<file path="config.mk">
export PLATFORM = sky130hd
export DESIGN_NAME = perceptron_core_flat
export DESIGN_NICKNAME = d
export VERILOG_FILES = /design/src/rtl/perceptron_core_pkg.sv /design/src/rtl/perceptron_core_if.sv /design/src/rtl/perceptron_core_mult.sv /design/src/rtl/perceptron_core.sv /design/src/flat_wrapper.sv
export SDC_FILE = /design/constraint.sdc
export NUM_CORES = 1
export LEC_CHECK = 0
export CAP_MARGIN = 20
export CELL_PAD_IN_SITES_DETAIL_PLACEMENT = 1
export CELL_PAD_IN_SITES_GLOBAL_PLACEMENT = 1
export CORE_MARGIN = 4
export CORE_UTILIZATION = 57
export CTS_BUF_LIST = sky130_fd_sc_hd__clkbuf_4 sky130_fd_sc_hd__clkbuf_8 sky130_fd_sc_hd__clkbuf_16
export DETAILED_ROUTE_END_ITERATION = 10
export DONT_BUFFER_PORTS = 1
export PLACE_DENSITY = 0.95
export SLEW_MARGIN = 20
export SYNTH_ARGS = -nofsm -noshare
export SYNTH_HDL_FRONTEND = slang
export SYNTH_SLANG_ARGS = --single-unit
export TNS_END_PERCENT = 5
</file>
<file path="constraint.sdc">
create_clock -name clk -period 15.05 [get_ports clk]
set_input_delay 1.505 -clock clk [delete_from_list [all_inputs] [get_ports clk]]
set_output_delay 1.505 -clock clk [all_outputs]
set_load 0.005 [all_outputs]
</file>
<file path="src/rtl/perceptron_core_pkg.sv">
// Shared NPU definitions: element width, default fan-in, accumulator sizing
// and the saturating ReLU used by the perceptron output stage.
package kiwi_npu_pkg;

  localparam int DATA_WIDTH = 8;
  localparam int N_DEFAULT  = 4;
  localparam int PROD_W     = 2 * DATA_WIDTH;
  localparam int SAT_W      = 64;

  typedef logic signed [DATA_WIDTH-1:0] data_t;
  typedef logic signed [PROD_W-1:0]     prod_t;
  typedef logic signed [SAT_W-1:0]      wide_t;

  localparam wide_t Y_MAX = (wide_t'(1) <<< (DATA_WIDTH - 1)) - wide_t'(1);

  // Width that holds N full-precision products plus the bias without overflow.
  function automatic int acc_w(input int n, input int dw);
    return 2 * dw + $clog2(n) + 1;
  endfunction

  // Clamp negatives to zero and large positives to the data_t maximum.
  function automatic data_t relu_sat(input wide_t acc);
    data_t r;
    if (acc <= wide_t'(0)) begin
      r = '0;
    end else if (acc > Y_MAX) begin
      r = data_t'(Y_MAX[DATA_WIDTH-1:0]);
    end else begin
      r = data_t'(acc[DATA_WIDTH-1:0]);
    end
    return r;
  endfunction

endpackage

</file>
<file path="src/rtl/perceptron_core_if.sv">
// Data bundle of one perceptron: packed input/weight vectors, bias and result.
interface perceptron_core_if
  import kiwi_npu_pkg::*;
#(
  parameter int N = N_DEFAULT
);

  logic [N*DATA_WIDTH-1:0] x;
  logic [N*DATA_WIDTH-1:0] w;
  data_t                   b;
  data_t                   y;

  modport master (output x, output w, output b, input y);
  modport slave  (input x, input w, input b, output y);

endinterface

</file>
<file path="src/rtl/perceptron_core_mult.sv">
// One signed DATA_WIDTH x DATA_WIDTH multiplier with a full-precision product.
module perceptron_mult
  import kiwi_npu_pkg::*;
(
  input  data_t a,
  input  data_t b,
  output prod_t p
);

  // Operands are sign-extended to product width so -2^(W-1) squared is exact.
  assign p = prod_t'(a) * prod_t'(b);

endmodule

</file>
<file path="src/rtl/perceptron_core.sv">
// Single-neuron inference: y = ReLU_sat(sum x[i]*w[i] + b), two-stage pipeline.
module perceptron_core
  import kiwi_npu_pkg::*;
#(
  parameter int N = N_DEFAULT
)(
  input  logic                clk,
  input  logic                rst,
  perceptron_core_if.slave    bus
);

  localparam int ACC_W = acc_w(N, DATA_WIDTH);

  prod_t              p_d [N];
  prod_t              p_q [N];
  data_t              b_q;
  logic signed [ACC_W-1:0] acc;
  data_t              y_q;

  for (genvar g = 0; g < N; g++) begin : g_mult
    perceptron_mult u_mult (
      .a (data_t'(bus.x[g*DATA_WIDTH +: DATA_WIDTH])),
      .b (data_t'(bus.w[g*DATA_WIDTH +: DATA_WIDTH])),
      .p (p_d[g])
    );
  end

  // Stage 1: capture the products and the bias.
  always_ff @(posedge clk or posedge rst) begin
    if (rst) begin
      for (int unsigned i = 0; i < N; i++) begin
        p_q[i] <= '0;
      end
      b_q <= '0;
    end else begin
      for (int unsigned i = 0; i < N; i++) begin
        p_q[i] <= p_d[i];
      end
      b_q <= bus.b;
    end
  end

  // Stage 2 adder tree: bias plus all sign-extended products.
  always_comb begin
    acc = ACC_W'(b_q);
    for (int unsigned i = 0; i < N; i++) begin
      acc = acc + ACC_W'(p_q[i]);
    end
  end

  // Stage 2: register the saturated ReLU of the accumulator.
  always_ff @(posedge clk or posedge rst) begin
    if (rst) begin
      y_q <= '0;
    end else begin
      y_q <= relu_sat(SAT_W'(acc));
    end
  end

  assign bus.y = y_q;

endmodule

</file>
<file path="src/flat_wrapper.sv">
// flat-port wrapper written by rule: the top's interface ports become plain ports
module perceptron_core_flat import kiwi_npu_pkg::*;
#(
  parameter int N = N_DEFAULT
)
  (clk, rst, bus_x, bus_w, bus_b, bus_y);
  perceptron_core_if #(.N(N)) bus_i ();
  input  logic clk;
  input  logic rst;
  input wire logic [$bits(bus_i.x)-1:0] bus_x;
  input wire logic [$bits(bus_i.w)-1:0] bus_w;
  input wire logic [$bits(bus_i.b)-1:0] bus_b;
  output wire logic [$bits(bus_i.y)-1:0] bus_y;
  assign bus_i.x = bus_x;
  assign bus_i.w = bus_w;
  assign bus_i.b = bus_b;
  assign bus_y = bus_i.y;
  perceptron_core #(.N(N)) u_core (.clk(clk), .rst(rst), .bus(bus_i));
endmodule
</file>
==> results by group, run 1 <==
Clock network
  • # hold bufs at CTS: 0
  • Clock slew seen by the registers of the worst setup and hold paths: 60 ps
  • Root buffer cell: clkbuf_16
  • Clock Latency Late Sink: 350 ps
  • Total setup buffers inserted after CTS: 0
  • H-tree level count: 3
  • Max Root-Sink Buffers: 2
  • Clock sinks: 80
  • CTS tree: built
  • Post-CTS sizing: 0
  • Total CTS buffers: 9

Min path
  • Min-delay src: u_core.p_q[0]
  • Worst hold-check path type: reg -> reg
  • Worst hold path cell count: 3
  • WHS Endpoint: u_core.bus.y[0]

Floorplan
  • Core area: 24500 sq um
  • Placement Rows: 57
  • Num ports: 82
  • Chip width: 167 um
  • Full die area: 27700 sq um
  • Die height: 167 um
  • Starting Density: 58.4%

Worst setup path
  • Worst Path Arrival: 6740 ps
  • RR Startpoint: u_core.b_q[1]
  • Setup CP Type: reg -> reg
  • Worst setup EP type: flip-flop
  • Reg2Reg Depth: 24
  • Worst flop-to-flop path endpoint: u_core.bus.y[0]
  • Startpoint Class: flip-flop
  • Most used cell, CP: inv_1
  • Reg2reg setup slack: 8490 ps
  • Largest stage delay on the critical path: 680 ps
  • Crit path required time: 15230 ps
  • Critical-path top delay cell: a2111oi_0
  • Critical Path Fanout Max: 7
  • Worst path cell trace: inv_1, fa_1, inv_1, ha_1, inv_1, fa_1, nor2b_1, o21a_1, nor2_1, o21bai_1, a31oi_1, o211ai_1, a2111oi_0, a311oi_1, fa_1, inv_1, ha_1, nand2_1, nand2_1, a211o_1, a2111oi_0, nand4_1, nor3_2, a31oi_1

Logic synthesis
  • Synth area leaders: fa_1 (36%), dfrtp_1 (14%), ha_1 (13%)
  • Synth top cells by count: inv_1 (369), fa_1 (256), and2_1 (158)
  • Synth Flop Type: dfrtp_1
  • Post-synth EDFFs: 0
  • Post-Synthesis Net Count: 1987
  • Asr flop ratio synth: 100%
  • Most common cell in the netlist: inv_1
  • Largest area contributor in the netlist: fa_1
  • #FFs+latches synth: 80
  • Gate count after technology mapping: 1508
  • Syn. warnings: 0
  • Top cell type's share of synthesized area: 35.8%
  • Post-synthesis cell type count: 50
  • Syn avg cell area: 9.50 sq um
  • Sequential fraction of the synthesis area: 14.0%
  • Synthesized area: 14300 sq um

STA
  • RSZ-0062 raised after global routing: false
  • Min Clock Period, post-route: 6560 ps
  • Worst Tran Pin Value: 878 ps
  • Max Slew Vio Count: 0
  • Total negative slack: 0 ps
  • Final setup fails: 0
  • Skew final: 8.40 ps
  • Final hold vios: 0
  • Final worst-path cycle share: 43.6%
  • Peak Freq: 0.153 GHz
  • Slew HR: 41.1%

GRT
  • Total GRT Usage: 31.4%
  • Number of global-route vias before repair: 12.7k
  • First-pass GRT wire length: 68.8 mm
  • Initial antenna violation count: 3
  • Grt total ovfl: 0
  • Largest net degree at the start of global routing: 81

Final layout
  • Utilization after layout: 61.2%
  • Fill cells: 2773
  • Fin nets: 1994
  • Area Growth Syn to Fin: 4.85%
  • Share of cells above drive strength 1: 2.11%

Run status
  • Status: complete, no violations

Drt
  • Post-DRT Antenna Nets: 0
  • First-pass iteration count of the detailed router: 6
  • Vias: 10.7k
  • Routed length per instance: 22.7 um
  • Final WL: 41.9 mm
  • DRT iter0 DRCs: 742
  • Vias per cell: 5.80
  • DRC Markers: 0

Placement
  • Dpl hpwl: 32.9 mm
  • Number of port buffers: 0
  • Gpl congestion: 0.868

Run
  • Total of max-cap violations: 0
registers in the layout (all words and copies together), names as in the netlist:
| register | count |
|---|---|
| u_core.b_q | 8 |
| u_core.bus.y | 8 |
| u_core.p_q | 64 |
worst max path at each step:
stage | from | endpoint | cells after the start
6_report | u_core.b_q[1] | u_core.bus.y[0] | 24
5_1_grt | u_core.b_q[1] | u_core.bus.y[0] | 24
3_5_place_dp | u_core.b_q[2] | u_core.bus.y[6] | 21
3_3_place_gp | bus_x[7] | u_core.p_q[62] | 17
4_1_cts | u_core.b_q[1] | u_core.bus.y[0] | 24
2_1_floorplan | bus_w[30] | u_core.p_q[14] | 17
layout by cell type (no fill, tap or decap), types with 3 or more instances in the layout:
cell type    n
o21ai_0     32
fa_1       256
o211ai_1     7
clkbuf_16    9
and2_1     158
a21oi_1     32
clkinv_2     4
a211oi_1     3
a2111oi_0    3
nand3b_1     3
a211o_1      4
dfrtp_1     80
xor2_1      17
inv_1      368
nor2_1      54
a31oi_1     15
or2_2        4
a21boi_0    13
nor2b_1     14
o311ai_0     3
nand2_1    104
xnor2_1     64
nor3_1      14
or3_1        7
nand3_1     17
o311a_1      5
nand2b_1    33
a211oi_2     3
ha_1       149
o21a_1       3
a21o_1      12
through the flow:
| stage | instances | worst slack [ps] | hold slack (ps) | area [sq um] |
|---|---|---|---|---|
| after detailed placement | 1828 | 8980 | 789 | 14700 |
| final | 1845 | 8490 | 815 | 15000 |
| after global routing | 1844 | 8170 | 851 | 15000 |
| after floorplan | 1508 | 9720 | 663 | 14300 |
| after global placement | 1828 | 9510 | 775 | 14700 |
| after CTS | 1844 | 8660 | 805 | 15000 |
metal layers:
layer	share of wire [%]	GRT usage, %	vias up
met5	0.067	0	-
met4	6.1	16.0	4
met3	5.4	6.33	187
met2	53	56.8	420
met1	36	35.0	5488
li1	-	-	4610
cells by family (layout without fill, tap and decap cells):
group | after synthesis | after routing | synth area share, %
other cells | 1 | 2 | 0.0262
fa+ha+maj | 405 | 405 | 48.8
xor+xnor | 81 | 81 | 4.95
mux | 3 | 3 | 0.227
simple gates | 415 | 415 | 15.2
buf+inv | 374 | 386 | 9.80
flops | 80 | 80 | 14.0
compound gates | 149 | 149 | 7.11
area by class of cell:
cell class | instances | area, sq um | share of cell area, %
clock buffer | 10 | 233 | 1.55
antenna | 1 | 2.50 | 0.0167
tap | 324 | 405 | 2.70
timing repair buffer | 1 | 11.3 | 0.0749
sequential | 80 | 2000 | 13.3
inverter | 369 | 1390 | 9.23
clock inverter | 6 | 60.1 | 0.400
multi-input combinational | 1054 | 10900 | 72.7
worst max-delay path: cells and delay by family (launching register included):
family	cells	cell delay, ps
compound gates	9	2700
flops	1	320
simple gates	6	1140
fa+ha+maj	5	1970
buf+inv	4	260
Power of run 1 is not shown: default switching activity piles up to over one toggle a cycle in this logic, so the estimate is an artifact.
==> inputs of run 2 (changes only) <==
Settings changed: ABC_AREA set to 1, CORE_UTILIZATION 57 to 46, PLACE_DENSITY 0.95 to 0.88.
Clock period 15.05 ns to 5.9 ns, I/O delays scaled along.
==> run 2 against run 1 <==
Effect of this change: synthesized cell count rose by 24%; cell count grew 23%; register-to-register slack lost 7700 ps; fmax up 29%; first-iteration DRC count shrank 47%; worst setup slack worse by 7700 ps; sequential share of layout area decreased by 0.63 points; design area increased by 5.0%; count of clock-buffer cells in the layout down 1; critical endpoint is now u_core.bus.y[1]; largest cell class unchanged.
==> results by group, run 2 <==
Run status
  • Status: complete, no violations (unchanged)

STA
  • Min Clock Period, post-route: 5080 ps (was 6560 ps)
  • Final hold vios: 0 (unchanged)
  • Worst Tran Pin Value: 746 ps (was 878 ps)
  • Peak Freq: 0.197 GHz (was 0.153 GHz)
  • Total negative slack: 0 ps (unchanged)
  • Final worst-path cycle share: 86.1% (was 43.6%)
  • Max Slew Vio Count: 0 (unchanged)
  • Final setup fails: 0 (unchanged)
  • Skew final: 5.86 ps (was 8.40 ps)
  • Slew HR: 50.3% (was 41.1%)
  • RSZ-0062 raised after global routing: false (unchanged)

Logic synthesis
  • Syn avg cell area: 8.10 sq um (was 9.50 sq um)
  • Sequential fraction of the synthesis area: 13.2% (was 14.0%)
  • Post-Synthesis Net Count: 2346 (was 1987)
  • Top cell type's share of synthesized area: 33.9% (was 35.8%)
  • Asr flop ratio synth: 100% (unchanged)
  • Post-synthesis cell type count: 35 (was 50)
  • Gate count after technology mapping: 1867 (was 1508)
  • Synth top cells by count: inv_1 (569), nand2_1 (384), fa_1 (256) (was inv_1 (369), fa_1 (256), and2_1 (158))
  • Largest area contributor in the netlist: fa_1 (unchanged)
  • Synthesized area: 15100 sq um (was 14300 sq um)
  • Synth Flop Type: dfrtp_1 (unchanged)
  • #FFs+latches synth: 80 (unchanged)
  • Post-synth EDFFs: 0 (unchanged)
  • Syn. warnings: 0 (unchanged)
  • Most common cell in the netlist: inv_1 (unchanged)
  • Synth area leaders: fa_1 (34%), inv_1 (14%), dfrtp_1 (13%) (was fa_1 (36%), dfrtp_1 (14%), ha_1 (13%))

Clock network
  • H-tree level count: 3 (unchanged)
  • Clock slew seen by the registers of the worst setup and hold paths: 70 ps (was 60 ps)
  • Clock Latency Late Sink: 350 ps (about the same)
  • Total CTS buffers: 9 (unchanged)
  • CTS tree: built (unchanged)
  • Max Root-Sink Buffers: 2 (unchanged)
  • Clock sinks: 80 (unchanged)
  • Post-CTS sizing: 0 (unchanged)
  • Root buffer cell: clkbuf_16 (unchanged)
  • # hold bufs at CTS: 0 (unchanged)
  • Total setup buffers inserted after CTS: 0 (unchanged)

Min path
  • Worst hold path cell count: 0 (was 3)
  • WHS Endpoint: u_core.b_q[7] (was u_core.bus.y[0])
  • Worst hold-check path type: in -> reg (was reg -> reg)
  • Min-delay src: bus_b[7] (was u_core.p_q[0])

Final layout
  • Finished Cell Area: 15800 sq um (was 15000 sq um)
  • Top reg by flops: u_core.p_q (unchanged)
  • Fin nets: 2298 (was 1994)
  • Max reg flops: 64 (unchanged)
  • Utilization after layout: 48.6% (was 61.2%)
  • Area Growth Syn to Fin: 4.36% (was 4.85%)
  • Commonest non-fill, non-tap cells in the layout: inv_1 (568), nand2_1 (384), fa_1 (256), ha_1 (149), dfrtp_1 (80) (was inv_1 (368), fa_1 (256), and2_1 (158), ha_1 (149), nand2_1 (104))
  • Share of cells above drive strength 1: 4.00% (was 2.11%)
  • Most common cell after layout, fill and taps aside: inv_1 (unchanged)

Worst setup path
  • Crit path required time: 6130 ps (was 15230 ps)
  • Worst setup EP type: flip-flop (unchanged)
  • Setup CP Type: reg -> reg (unchanged)
  • Startpoint Class: flip-flop (unchanged)
  • Reg2Reg Depth: 23 (was 24)
  • Worst Path Arrival: 5310 ps (was 6740 ps)
  • RR Startpoint: u_core.b_q[7] (was u_core.b_q[1])
  • Critical Path Fanout Max: 9 (was 7)
  • Reg2reg setup slack: 820 ps (was 8490 ps)
  • Worst flop-to-flop path endpoint: u_core.bus.y[1] (was u_core.bus.y[0])

Floorplan
  • Full die area: 35800 sq um (was 27700 sq um)
  • Num ports: 82 (unchanged)
  • Placement Rows: 66 (was 57)
  • Chip width: 189 um (was 167 um)
  • Die height: 189 um (was 167 um)
  • Core area: 32500 sq um (was 24500 sq um)
  • Starting Density: 46.6% (was 58.4%)

Drt
  • DRC Markers: 0 (unchanged)
  • Vias: 11.4k (was 10.7k)
  • Vias per cell: 5.05 (was 5.80)
  • Routed length per instance: 17.1 um (was 22.7 um)
  • Final WL: 38.8 mm (was 41.9 mm)
  • Post-DRT Antenna Nets: 0 (unchanged)
  • DRT iter0 DRCs: 395 (was 742)
  • First-pass iteration count of the detailed router: 5 (was 6)

Placement
  • Number of port buffers: 0 (unchanged)
  • Placed cell areas: 15500 sq um (was 14700 sq um)
  • Dpl hpwl: 33.4 mm (was 32.9 mm)
  • Gpl congestion: 0.879 (was 0.868)

GRT
  • Grt total ovfl: 0 (unchanged)
  • First-pass GRT wire length: 65.9 mm (was 68.8 mm)
  • Number of global-route vias before repair: 13.6k (was 12.7k)
  • Largest net degree at the start of global routing: 81 (unchanged)
  • Initial antenna violation count: 6 (was 3)
  • Total GRT Usage: 22.6% (was 31.4%)

Run
  • Total of max-cap violations: 0 (unchanged)
run 2: cell count changes after synthesis, sizes merged, moves of 15 or more:
cell,delta
nand2,+292
inv,+207
and2,-155
clkbuf,+56
a21oi,+48
nand2b,-33
xor2,+24
nand3,+22
or2,+21
xnor2,-17
a31oi,-15
run 2: worst max-delay path by stage:
stage,from,end,slack (ps),cells past startpoint
2_1_floorplan,bus_x[0],u_core.p_q[60],1480,20
5_1_grt,u_core.b_q[7],u_core.bus.y[1],390,23
3_3_place_gp,u_core.b_q[7],u_core.bus.y[5],1300,22
4_1_cts,u_core.b_q[7],u_core.bus.y[1],870,23
3_5_place_dp,u_core.b_q[7],u_core.bus.y[1],980,20
6_report,u_core.b_q[7],u_core.bus.y[1],820,23
run 2: critical path: stages, from the launching register on:
cell	delay, ps
dfrtp_1	720
fa_1	510
ha_1	410
a21oi_1	260
o21ai_0	120
a21oi_1	180
o21ai_1	180
a21oi_1	200
nor2_1	60
nor2_1	130
xor2_1	200
fa_1	450
inv_1	80
ha_1	320
a21oi_1	180
o21ai_0	110
a21oi_1	180
nand2_1	80
nand2_1	60
nand2_1	90
nor2_4	110
nand3_2	110
nand2_2	120
a21oi_1	90
run 2: cell type report:
class | instances | area, sq um
fill | 3981 | 16700
multi-input combinational | 1151 | 10700
inverter | 576 | 2160
sequential | 80 | 2000
tap | 442 | 553
clock buffer | 9 | 225
clock inverter | 7 | 86.3
timing repair buffer | 1 | 11.3
antenna | 3 | 7.51
run 2: metrics by stage:
step / hold slack [ps] / setup WS, ps / std cells
global route: 253 / 395 / 2269
detailed placement: 622 / 984 / 2250
finish: 263 / 821 / 2269
CTS: 257 / 872 / 2266
floorplan: 621 / 1480 / 1867
global placement: 622 / 1300 / 2250
run 2: cell families after synthesis:
kind of cell / synth area share, %
flip-flops: 13.2
other: 0.0248
buffers and inverters: 15.8
AND/OR/NAND/NOR: 15.0
XOR/XNOR: 5.15
AO/OA/AOI/OAI: 4.57
adder cells (fa/ha/maj): 46.2
run 2: per-layer routing:
layer	up-vias	part of all wire (%)	GRT usage (%)
met5	-	0.11	0
met1	5885	37	25.1
met4	6	3.9	8.32
met2	215	57	44.3
li1	5241	-	-
met3	101	2.6	2.53
Power of run 2 is left out for the same reason.
==> inputs of run 3 (changes only) <==
Settings changed: PLACE_DENSITY 0.88 to unset, PLACE_DENSITY_LB_ADDON set to 0.1.
==> run 3 against run 2 <==
Effect of this change: non-clock buffer count stayed put; cell count hardly changed; worst setup slack better by 140 ps; global-route usage is 2.2 points lower; core utilization hardly changed; sequential share of layout area hardly changed.
==> results by group, run 3 (same netlist as run 2, synthesis figures left out) <==
Run
  • Total of max-cap violations: 0 (unchanged)

Placement
  • Number of port buffers: 0 (unchanged)
  • Dpl hpwl: 30.2 mm (was 33.4 mm)
  • Gpl congestion: 0.836 (was 0.879)
  • Placed Cells: 2250 (unchanged)
  • Placed cell areas: 15500 sq um (unchanged)

Run status
  • Status: complete, no violations (unchanged)

Clock network
  • Post-CTS sizing: 0 (unchanged)
  • CTS tree: built (unchanged)
  • Total setup buffers inserted after CTS: 0 (unchanged)
  • # hold bufs at CTS: 0 (unchanged)
  • H-tree level count: 3 (unchanged)
  • Max Root-Sink Buffers: 2 (unchanged)
  • Total CTS buffers: 9 (unchanged)
  • Root buffer cell: clkbuf_16 (unchanged)
  • Clock slew seen by the registers of the worst setup and hold paths: 70 ps (about the same)
  • Clock sinks: 80 (unchanged)
  • Clock Latency Late Sink: 350 ps (about the same)

GRT
  • GR Util met2: 37.9% (was 44.3%)
  • GR Layer Usage met3: 2.43% (was 2.53%)
  • First-pass GRT wire length: 59.6 mm (was 65.9 mm)
  • Grt total ovfl: 0 (unchanged)
  • Initial antenna violation count: 5 (was 6)
  • Grt peak-use layer: met2 (unchanged)
  • Met1 Use GR: 25.9% (was 25.1%)
  • Largest net degree at the start of global routing: 61 (was 81)
  • Number of global-route vias before repair: 12.3k (was 13.6k)
  • Total GRT Usage: 20.4% (was 22.6%)

Final layout
  • Top reg by flops: u_core.p_q (unchanged)
  • Reg area: 2000 sq um (unchanged)
  • Finished Cell Area: 15800 sq um (about the same)
  • Utilization after layout: 48.6% (about the same)
  • Area of the multi-input gates: 10700 sq um (unchanged)
  • Non-filler instance count after layout: 2267 (was 2269)
  • Area Growth Syn to Fin: 4.26% (was 4.36%)
  • Max reg flops: 64 (unchanged)
  • Share of cells above drive strength 1: 4.00% (unchanged)
  • Most common cell after layout, fill and taps aside: inv_1 (unchanged)
  • Commonest non-fill, non-tap cells in the layout: inv_1 (568), nand2_1 (384), fa_1 (256), ha_1 (149), dfrtp_1 (80) (unchanged)
  • Fin nets: 2298 (unchanged)
  • Fill cells: 4026 (was 3981)

Floorplan
  • Placement Rows: 66 (unchanged)
  • Chip width: 189 um (unchanged)
  • Die height: 189 um (unchanged)
  • Num ports: 82 (unchanged)
  • Full die area: 35800 sq um (unchanged)
  • Starting Density: 46.6% (unchanged)
  • Core area: 32500 sq um (unchanged)

STA
  • Worst Tran Pin Value: 749 ps (was 746 ps)
  • Slew HR: 50.1% (was 50.3%)
  • Min Clock Period, post-route: 4940 ps (was 5080 ps)
  • Peak Freq: 0.203 GHz (was 0.197 GHz)
  • Total negative slack: 0 ps (unchanged)
  • Final setup fails: 0 (unchanged)
  • Final hold vios: 0 (unchanged)
  • RSZ-0062 raised after global routing: false (unchanged)
  • Max Slew Vio Count: 0 (unchanged)
  • Final worst-path cycle share: 83.6% (was 86.1%)
  • Skew final: 9.30 ps (was 5.86 ps)

Drt
  • DRC Markers: 0 (unchanged)
  • First-pass iteration count of the detailed router: 6 (was 5)
  • Vias per cell: 4.82 (was 5.05)
  • Routed length per instance: 15.0 um (was 17.1 um)
  • Post-DRT Antenna Nets: 0 (unchanged)
  • Final WL: 34.0 mm (was 38.8 mm)
  • Vias: 10.9k (was 11.4k)
  • DRT iter0 DRCs: 399 (was 395)

Worst setup path
  • Worst setup EP type: flip-flop (unchanged)
  • Crit path required time: 6120 ps (was 6130 ps)
  • Startpoint Class: flip-flop (unchanged)
  • Worst Path Arrival: 5160 ps (was 5310 ps)
  • Critical Path Fanout Max: 9 (unchanged)
  • Setup CP Type: reg -> reg (unchanged)

Min path
  • Worst hold-check path type: in -> async (was in -> reg)
## run 3: cell count changes in the layout (fill, tap and decap cells not counted), sizes merged
cell | before | now
clkinv | 2 | 4
diode | 3 | 1
inv | 579 | 577
## run 3: stage by stage
stage	hold WS (ps)	setup slack, ps
detailed placement	475	1040
CTS	99.7	961
global route	121	518
floorplan	621	1480
global placement	465	1130
finish	90.9	965
## run 3: routing by layer
| metal | part of all wire, % | wire (um) | up-vias |
|---|---|---|---|
| met1 | 42 | 14300 | 5537 |
| met5 | 0.12 | 41 | - |
| li1 | - | - | 5250 |
| met2 | 54 | 18300 | 96 |
| met3 | 2.5 | 842 | 34 |
| met4 | 1.4 | 475 | 6 |
## run 3: worst paths after layout
check / start / to / slack (ps) / cells past startpoint
worst max-delay path: u_core.b_q[7] / u_core.bus.y[5] / 960 / 23
worst min-delay path: rst / u_core.p_q[12] / 90 / 1
worst max register to register: u_core.b_q[7] / u_core.bus.y[5] / 960 / 23
worst min register to register: u_core.p_q[16] / u_core.bus.y[0] / 730 / 3
max in group asynchronous: rst / u_core.bus.y[3] / 4720 / 2
min in group clk: bus_b[7] / u_core.b_q[7] / 270 / 0
## run 3: cell type report
cell class | instances | share of cell area [%]
antenna | 1 | 0.0159
inverter | 576 | 13.7
clock inverter | 7 | 0.508
sequential | 80 | 12.7
multi-input combinational | 1151 | 68.1
tap | 442 | 3.51
clock buffer | 9 | 1.43
timing repair buffer | 1 | 0.0476
## run 3: worst max-delay path: stages, from the launching register on
cell     delay [ps]
dfrtp_1         730
fa_1            510
ha_1            380
a21oi_1         240
o21ai_0         120
a21oi_1         120
o21ai_1         110
a21oi_1         160
nor2_1           50
nor2_1          110
xor2_1          260
fa_1            450
inv_1            70
ha_1            280
a21oi_1         210
o21ai_0         120
a21oi_1         240
nand2_1          90
nand2_1          60
nand2_1          70
nor2_4          100
nand3_2         110
nand2_2         120
a21oi_1          80
Power of run 3 is left out for the same reason.
